**src/rtl/rv32_bus_arbiter_pkg.sv**
```systemverilog
// Shared types and bus widths for the rv32 instruction/data bus arbiter.
package rv32_bus_pkg;

   localparam int BUS_ADDR_WIDTH = 32;
   localparam int BUS_DATA_WIDTH = 32;
   localparam int BUS_MASK_WIDTH = 4;

   typedef enum logic [1:0] {
      IDLE       = 2'd0,
      HOLD_INSTR = 2'd1,
      HOLD_DATA  = 2'd2
   } arb_state_t;

endpackage

```
**src/rtl/rv32_bus_arbiter_sat_counter.sv**
```systemverilog
// Saturating up-counter with synchronous clear (clear beats increment) and an at_limit flag.
module rv32_sat_counter #(
   parameter int WIDTH = 4,
   parameter int LIMIT = 4
) (
   input  logic             clk,
   input  logic             reset,
   input  logic             clear,
   input  logic             inc,
   output logic [WIDTH-1:0] count,
   output logic             at_limit
);

   localparam logic [WIDTH-1:0] LIMIT_V = WIDTH'(LIMIT);
   localparam logic [WIDTH-1:0] ONE_V   = WIDTH'(1);

   // counter register, holds at LIMIT once reached
   always_ff @(posedge clk) begin
      if (reset) begin
         count <= {WIDTH{1'b0}};
      end else if (clear) begin
         count <= {WIDTH{1'b0}};
      end else if (inc && (count != LIMIT_V)) begin
         count <= count + ONE_V;
      end else begin
         count <= count;
      end
   end

   assign at_limit = (count == LIMIT_V);

endmodule

```
**src/rtl/rv32_bus_arbiter.sv**
```systemverilog
// Arbitrates one 32-bit bus between the fetch port and the data port; data has priority
// with starvation protection for fetch. Optional transfer timeout: RV32_BUS_ARB_TIMEOUT_EN.
module rv32_bus_arbiter
   import rv32_bus_pkg::*;
#(
   parameter int STARVE_LIMIT   = 4,
   parameter int TIMEOUT_CYCLES = 255
) (
   input  logic                      clk,
   input  logic                      reset,
   input  logic [BUS_ADDR_WIDTH-1:0] instr_address_in,
   input  logic                      instr_read_in,
   output logic [BUS_DATA_WIDTH-1:0] instr_read_value_out,
   output logic                      instr_ready_out,
   output logic                      instr_fault_out,
   input  logic [BUS_ADDR_WIDTH-1:0] data_address_in,
   input  logic                      data_read_in,
   input  logic                      data_write_in,
   input  logic [BUS_MASK_WIDTH-1:0] data_write_mask_in,
   input  logic [BUS_DATA_WIDTH-1:0] data_write_value_in,
   output logic [BUS_DATA_WIDTH-1:0] data_read_value_out,
   output logic                      data_ready_out,
   output logic                      data_fault_out,
   output logic [BUS_ADDR_WIDTH-1:0] bus_address_out,
   output logic                      bus_read_out,
   output logic                      bus_write_out,
   output logic [BUS_MASK_WIDTH-1:0] bus_write_mask_out,
   output logic [BUS_DATA_WIDTH-1:0] bus_write_value_out,
   input  logic [BUS_DATA_WIDTH-1:0] bus_read_value_in,
   input  logic                      bus_ready_in
);

   arb_state_t state_r;
   logic       instr_req_s, data_req_s, pick_data_s;
   logic       grant_instr_s, grant_data_s;
   logic       instr_done_s, data_done_s;
   logic       starve_at_limit_s, timeout_hit_s;
   logic [3:0] starve_count_s;

   // request decode and grant selection; reset suppresses every grant
   always_comb begin
      instr_req_s   = instr_read_in;
      data_req_s    = data_read_in | data_write_in;
      pick_data_s   = data_req_s & ~(instr_req_s & starve_at_limit_s);
      grant_instr_s = 1'b0;
      grant_data_s  = 1'b0;
      if (reset) begin
         grant_instr_s = 1'b0;
         grant_data_s  = 1'b0;
      end else begin
         case (state_r)
            IDLE: begin
               grant_data_s  = pick_data_s;
               grant_instr_s = ~pick_data_s & instr_req_s;
            end
            HOLD_INSTR: grant_instr_s = 1'b1;
            HOLD_DATA:  grant_data_s  = 1'b1;
            default: begin
               grant_instr_s = 1'b0;
               grant_data_s  = 1'b0;
            end
         endcase
      end
   end

   assign instr_done_s = grant_instr_s & bus_ready_in;
   assign data_done_s  = grant_data_s & bus_ready_in;

   // bus drive and ready/fault routing; an abort drops the strobes for its cycle
   always_comb begin
      bus_address_out      = grant_instr_s ? instr_address_in : data_address_in;
      bus_write_mask_out   = data_write_mask_in;
      bus_write_value_out  = data_write_value_in;
      bus_read_out         = (grant_instr_s | (grant_data_s & data_read_in)) & ~timeout_hit_s;
      bus_write_out        = grant_data_s & data_write_in & ~timeout_hit_s;
      instr_ready_out      = grant_instr_s & (bus_ready_in | timeout_hit_s);
      data_ready_out       = grant_data_s & (bus_ready_in | timeout_hit_s);
      instr_fault_out      = grant_instr_s & timeout_hit_s;
      data_fault_out       = grant_data_s & timeout_hit_s;
      if (timeout_hit_s) begin
         instr_read_value_out = {BUS_DATA_WIDTH{1'b0}};
         data_read_value_out  = {BUS_DATA_WIDTH{1'b0}};
      end else begin
         instr_read_value_out = bus_read_value_in;
         data_read_value_out  = bus_read_value_in;
      end
   end

   // arbiter state: lock the winner until its transfer completes or aborts
   always_ff @(posedge clk) begin
      if (reset) begin
         state_r <= IDLE;
      end else begin
         case (state_r)
            IDLE: begin
               if ((grant_instr_s | grant_data_s) & ~bus_ready_in) begin
                  state_r <= grant_instr_s ? HOLD_INSTR : HOLD_DATA;
               end else begin
                  state_r <= IDLE;
               end
            end
            HOLD_INSTR, HOLD_DATA: begin
               if (bus_ready_in | timeout_hit_s) begin
                  state_r <= IDLE;
               end else begin
                  state_r <= state_r;
               end
            end
            default: state_r <= IDLE;
         endcase
      end
   end

   rv32_sat_counter #(.WIDTH(4), .LIMIT(STARVE_LIMIT)) u_starve (
      .clk      (clk),
      .reset    (reset),
      .clear    (instr_done_s | (data_done_s & ~instr_req_s)),
      .inc      (data_done_s & instr_req_s),
      .count    (starve_count_s),
      .at_limit (starve_at_limit_s)
   );

`ifdef RV32_BUS_ARB_TIMEOUT_EN
   logic [7:0] timeout_count_s;
   logic       timeout_at_limit_s;
   logic       timeout_unused_s;

   // counting starts in the granting cycle so hold cycle N sees count N
   rv32_sat_counter #(.WIDTH(8), .LIMIT(TIMEOUT_CYCLES)) u_timeout (
      .clk      (clk),
      .reset    (reset),
      .clear    (~((grant_instr_s | grant_data_s) & ~bus_ready_in) | timeout_hit_s),
      .inc      (1'b1),
      .count    (timeout_count_s),
      .at_limit (timeout_at_limit_s)
   );

   assign timeout_hit_s    = (state_r != IDLE) & timeout_at_limit_s & ~bus_ready_in & ~reset;
   assign timeout_unused_s = ^{starve_count_s, timeout_count_s};
`else
   logic timeout_unused_s;

   assign timeout_hit_s    = 1'b0;
   assign timeout_unused_s = ^{starve_count_s, 8'(TIMEOUT_CYCLES)};
`endif

endmodule

```
**config.mk**
```make
export PLATFORM = sky130hd
export DESIGN_NAME = rv32_bus_arbiter
export DESIGN_NICKNAME = d
export VERILOG_FILES = /design/src/rtl/rv32_bus_arbiter_pkg.sv /design/src/rtl/rv32_bus_arbiter_sat_counter.sv /design/src/rtl/rv32_bus_arbiter.sv
export SDC_FILE = /design/constraint.sdc
export NUM_CORES = 1
export LEC_CHECK = 0
export ABC_AREA = 1
export CAP_MARGIN = 0
export CORE_AREA = 10 10 99 101
export DETAILED_ROUTE_END_ITERATION = 16
export DIE_AREA = 0 0 109 111
export GPL_TIMING_DRIVEN = 0
export MAX_ROUTING_LAYER = met4
export PLACE_DENSITY = 0.79
export SKIP_LAST_GASP = 1
export SYNTH_ARGS = -nofsm -noshare
export SYNTH_HDL_FRONTEND = slang
export SYNTH_SLANG_ARGS = --single-unit
```
**constraint.sdc**
```tcl
create_clock -name clk -period 2.38 [get_ports clk]
set_clock_uncertainty 0.1 [all_clocks]
set_input_delay 0.357 -clock clk [delete_from_list [all_inputs] [get_ports clk]]
set_output_delay 0.357 -clock clk [all_outputs]
set_load 0.02 [all_outputs]
```
==> results of run 1 <==
## flip-flops by register name, indices dropped and copies added (netlist names)
signal / cells
u_starve.count: 4
state_r: 2
## cell type report
cell class	count	area, um^2	share of cell area [%]
repair buffers	205	1910	50.6
flip-flops and latches	6	123	3.25
inverters	15	61.3	1.63
multi-input cells	147	668	17.7
plain buffers	109	837	22.2
clock buffers	3	41.3	1.09
well taps	105	131	3.48
## kinds of logic (layout without fill, tap and decap cells)
group,Yosys count,in the layout
simple gates,129,129
other cells,1,2
compound gates,9,9
fa+ha+maj,5,5
buf+inv,124,332
flops,6,6
xor+xnor,2,2
## worst register-to-register path: stages, from the launching register on
cell,delay (ns)
sky130_fd_sc_hd__dfxtp_2,0.34
sky130_fd_sc_hd__inv_1,0.06
sky130_fd_sc_hd__ha_2,0.18
sky130_fd_sc_hd__nand4_1,0.10
sky130_fd_sc_hd__nand3_1,0.10
sky130_fd_sc_hd__a21oi_1,0.36
sky130_fd_sc_hd__nand3_1,0.12
sky130_fd_sc_hd__nand2_1,0.16
sky130_fd_sc_hd__a21oi_1,0.07
## routing by layer
layer	vias up	global-route usage (%)	wire length (um)
met5	-	-	0
met2	145	27.3	5020
met4	0	2.64	82
li1	1152	-	-
met1	975	12.8	3180
met3	7	4.13	964
## worst paths after layout
kind                           from             endpoint  slack, ns  cells past startpoint
hold reg to reg   u_starve.count[3]    u_starve.count[3]       0.37                      2
hold / removal    u_starve.count[3]    u_starve.count[3]       0.37                      2
setup / recovery      data_write_in  bus_address_out[11]       0.11                     11
setup reg to reg  u_starve.count[0]    u_starve.count[1]       0.67                      8
## timing repair
item / CTS / global route
pin swaps: 0 / 1
resized for setup: 137 / 28
setup buffers: 0 / 1
hold endpoints to repair: 0 / 0
setup endpoints to repair: 36 / 35
## cell usage in the layout, fill, tap and decap left out, types with 2 or more instances in the layout
cell type                         Yosys  routed
sky130_fd_sc_hd__buf_6                0       4
sky130_fd_sc_hd__inv_1               14      14
sky130_fd_sc_hd__dlygate4sd2_1        0       2
sky130_fd_sc_hd__nand2_1            109     109
sky130_fd_sc_hd__conb_1               1       2
sky130_fd_sc_hd__nand4_1              5       5
sky130_fd_sc_hd__buf_2                3      22
sky130_fd_sc_hd__a21oi_1              6       6
sky130_fd_sc_hd__ha_1                 5       4
sky130_fd_sc_hd__dfxtp_1              6       4
sky130_fd_sc_hd__xor2_1               2       2
sky130_fd_sc_hd__nor2_1               7       7
sky130_fd_sc_hd__nand3_1              5       5
sky130_fd_sc_hd__clkdlybuf4s50_1      0     167
sky130_fd_sc_hd__buf_4              105     113
sky130_fd_sc_hd__dfxtp_2              0       2
sky130_fd_sc_hd__clkbuf_8             0       3
## through the flow
| step | cell area (um^2) | worst slack [ns] |
|---|---|---|
| floorplan | 1640 | 0.506 |
| global placement | 3810 | -0.469 |
| detailed placement | 3810 | -0.472 |
| CTS | 3740 | -0.150 |
| global route | 3770 | -0.00493 |
| finish | 3770 | 0.107 |
## power by group through the flow
stage,clock (uW),combinational (uW),sequential [uW]
after floorplan,0,382,106
after global placement,0,774,106
after detailed placement,0,781,106
after CTS,166,751,105
after global routing,170,793,105
final,163,749,105
==> results.toml, run 1 <==
[setup_path]
type_of_element_launching_the_critical_path = "input port"
crit_path_cell_trace = "clkdlybuf4s50_1 -> inv_1 -> nand2_1 -> nand2_1 -> nand2_1 -> nand2_4 -> nand2_8 -> clkbuf_4 -> nand2_1 -> nand2_1 -> buf_2"
end_kind = "output pin"
timing.critical_path.arrival_ns = 1.82
worst_path_most_repeated_cell = "sky130_fd_sc_hd__nand2_1"
path_buf_inv = 4
critical_path_class = "input port to output pin"
worst_path_dominant_cell_family = "buffers and inverters"
critical_path.slowest_cell = "sky130_fd_sc_hd__clkdlybuf4s50_1"
critPathMaxStageDelay_ns = 0.46
critPathMaxFanout = 10
required_time_at_the_endpoint_of_the_critical_path_ns = 1.92

[grt]
track_usage_pct = 14.0
largest_net_degree_at_the_start_of_global_routing = 11
number_of_antenna_violations_at_the_first_check_in_global_routing = 0
first_global_vias = 2362
grt_first_pass_wirelength_um = 13100
overflow = 0

[logic_synthesis]
post-synth-top-area-fraction_pct = 48.3
synth_area_leader_cell = "sky130_fd_sc_hd__buf_4"
adder_cell_fraction_of_synth_area_pct = 3.83
ys_top_cells_by_count = "109 x sky130_fd_sc_hd__nand2_1, 105 x sky130_fd_sc_hd__buf_4, 14 x sky130_fd_sc_hd__inv_1"
yosys.cell_types.count = 20
synth_flop_cell = "sky130_fd_sc_hd__dfxtp_1"
synth-xor-area-share_pct = 1.07
synthTopCellsByArea = "sky130_fd_sc_hd__buf_4 48%, sky130_fd_sc_hd__nand2_1 25%, sky130_fd_sc_hd__dfxtp_1 7.4%, sky130_fd_sc_hd__ha_1 3.8%, sky130_fd_sc_hd__inv_1 3.2%"
synth_seq_area_share_pct = 7.36
yosys.cell_count.top_type = "sky130_fd_sc_hd__nand2_1"
synth_compound_gate_area_share_pct = 2.99
netlist_instances = 276
mappedNetlistArea_mm2 = 0.00163
largest_family_of_logic_cells_by_synthesized_area = "buffers and inverters"
postSynthAreaPerCell_um2 = 5.91
synth_simple_gate_area_share_pct = 31.6
total_of_flip_flops_plus_latches_after_synthesis = 6
edff_count_synth = 0
async_reset_ff_share_pct = 0
ys.warnings.count = 0
synth_mux_area_share_pct = 0

[power]
power.share.switching_pct = 38.1
internal_dissipation_uw = 630
combPwrFrac_pct = 73.6
worst_ir_drop_vdd_mv = 0.178
power.clock.fraction_pct = 16.1
power_uw = 1020
share_seq_of_total_power_pct = 10.3
power.density_cell_area_mw_per_mm2 = 270
reported_leakage_power_uw = 0.00188
switchingPower_uw = 387

[routing]
drcViolationCount = 0
initialDrtViolationCount = 80
antenna_violating_nets_post_route = 0
vias_per_cell = 3.86
postRouteWirelength_um = 9250
routed-via-count = 2279
routedWlPerCell_um = 15.7
dr.pass1.iters = 4

[timing]
final_min_period_over_clock_period_pct = 95.5
final_hold_viol_count = 0
fmax_ghz = 0.440
period_needed_ns = 2.27
setup-violations-final = 0
whs_ns = 0.375
final-max-slew-violation-count = 0
totalNegativeSetupSlack_ns = 0

[clocking]
clock_sinks = 6
tritoncts_clock_tree = "yes"
cts_root_buf = "sky130_fd_sc_hd__clkbuf_8"
cts.path.max_buffers = 2
cts.reportedPaths.clkPinSlew_ns = 0.04
hold_buffers = 0
cts_max_level = 1
numCtsBuffers = 3
worst_skew_pair.late_latency_ns = 0.24

[floorplan]
floorplan.die.width_um = 109
placement_rows = 33
die_area_mm2 = 0.0121
design.core.area_mm2 = 0.00797
design.portCount = 276
initial_core_util_pct = 20.5
dieHeight_um = 111

[placement]
placed_cells = 586
port_buffers = 204
detailedPlacementHpwl_um = 8400
finalWeightedCongestion = 0.867

[flow_run]
maxCapViolations = 0

[status]
outcome = "finished, final reports clean"

[layout]
n_antenna_cell = 0
area_growth_syn_to_layout_pct = 131
net_count_reported_at_finish = 630
drive_above_1_share_pct = 31.3
fillerInstances = 811
fin_cells = 590
final_core_occ_pct = 47.3

[worst_hold_path]
hold_path_class = "flop to flop"
Power figures use the tool's default switching activity.
==> run 2: changes to the inputs <==
--- a/config.mk
+++ b/config.mk
@@ -14,6 +14,7 @@
 export MAX_ROUTING_LAYER = met4
 export PLACE_DENSITY = 0.79
 export SKIP_LAST_GASP = 1
+export SLEW_MARGIN = 20
 export SYNTH_ARGS = -nofsm -noshare
 export SYNTH_HDL_FRONTEND = slang
 export SYNTH_SLANG_ARGS = --single-unit
==> results of run 2 <==
Same layout as run 1: the final DEF is identical, and so are final timing and power.
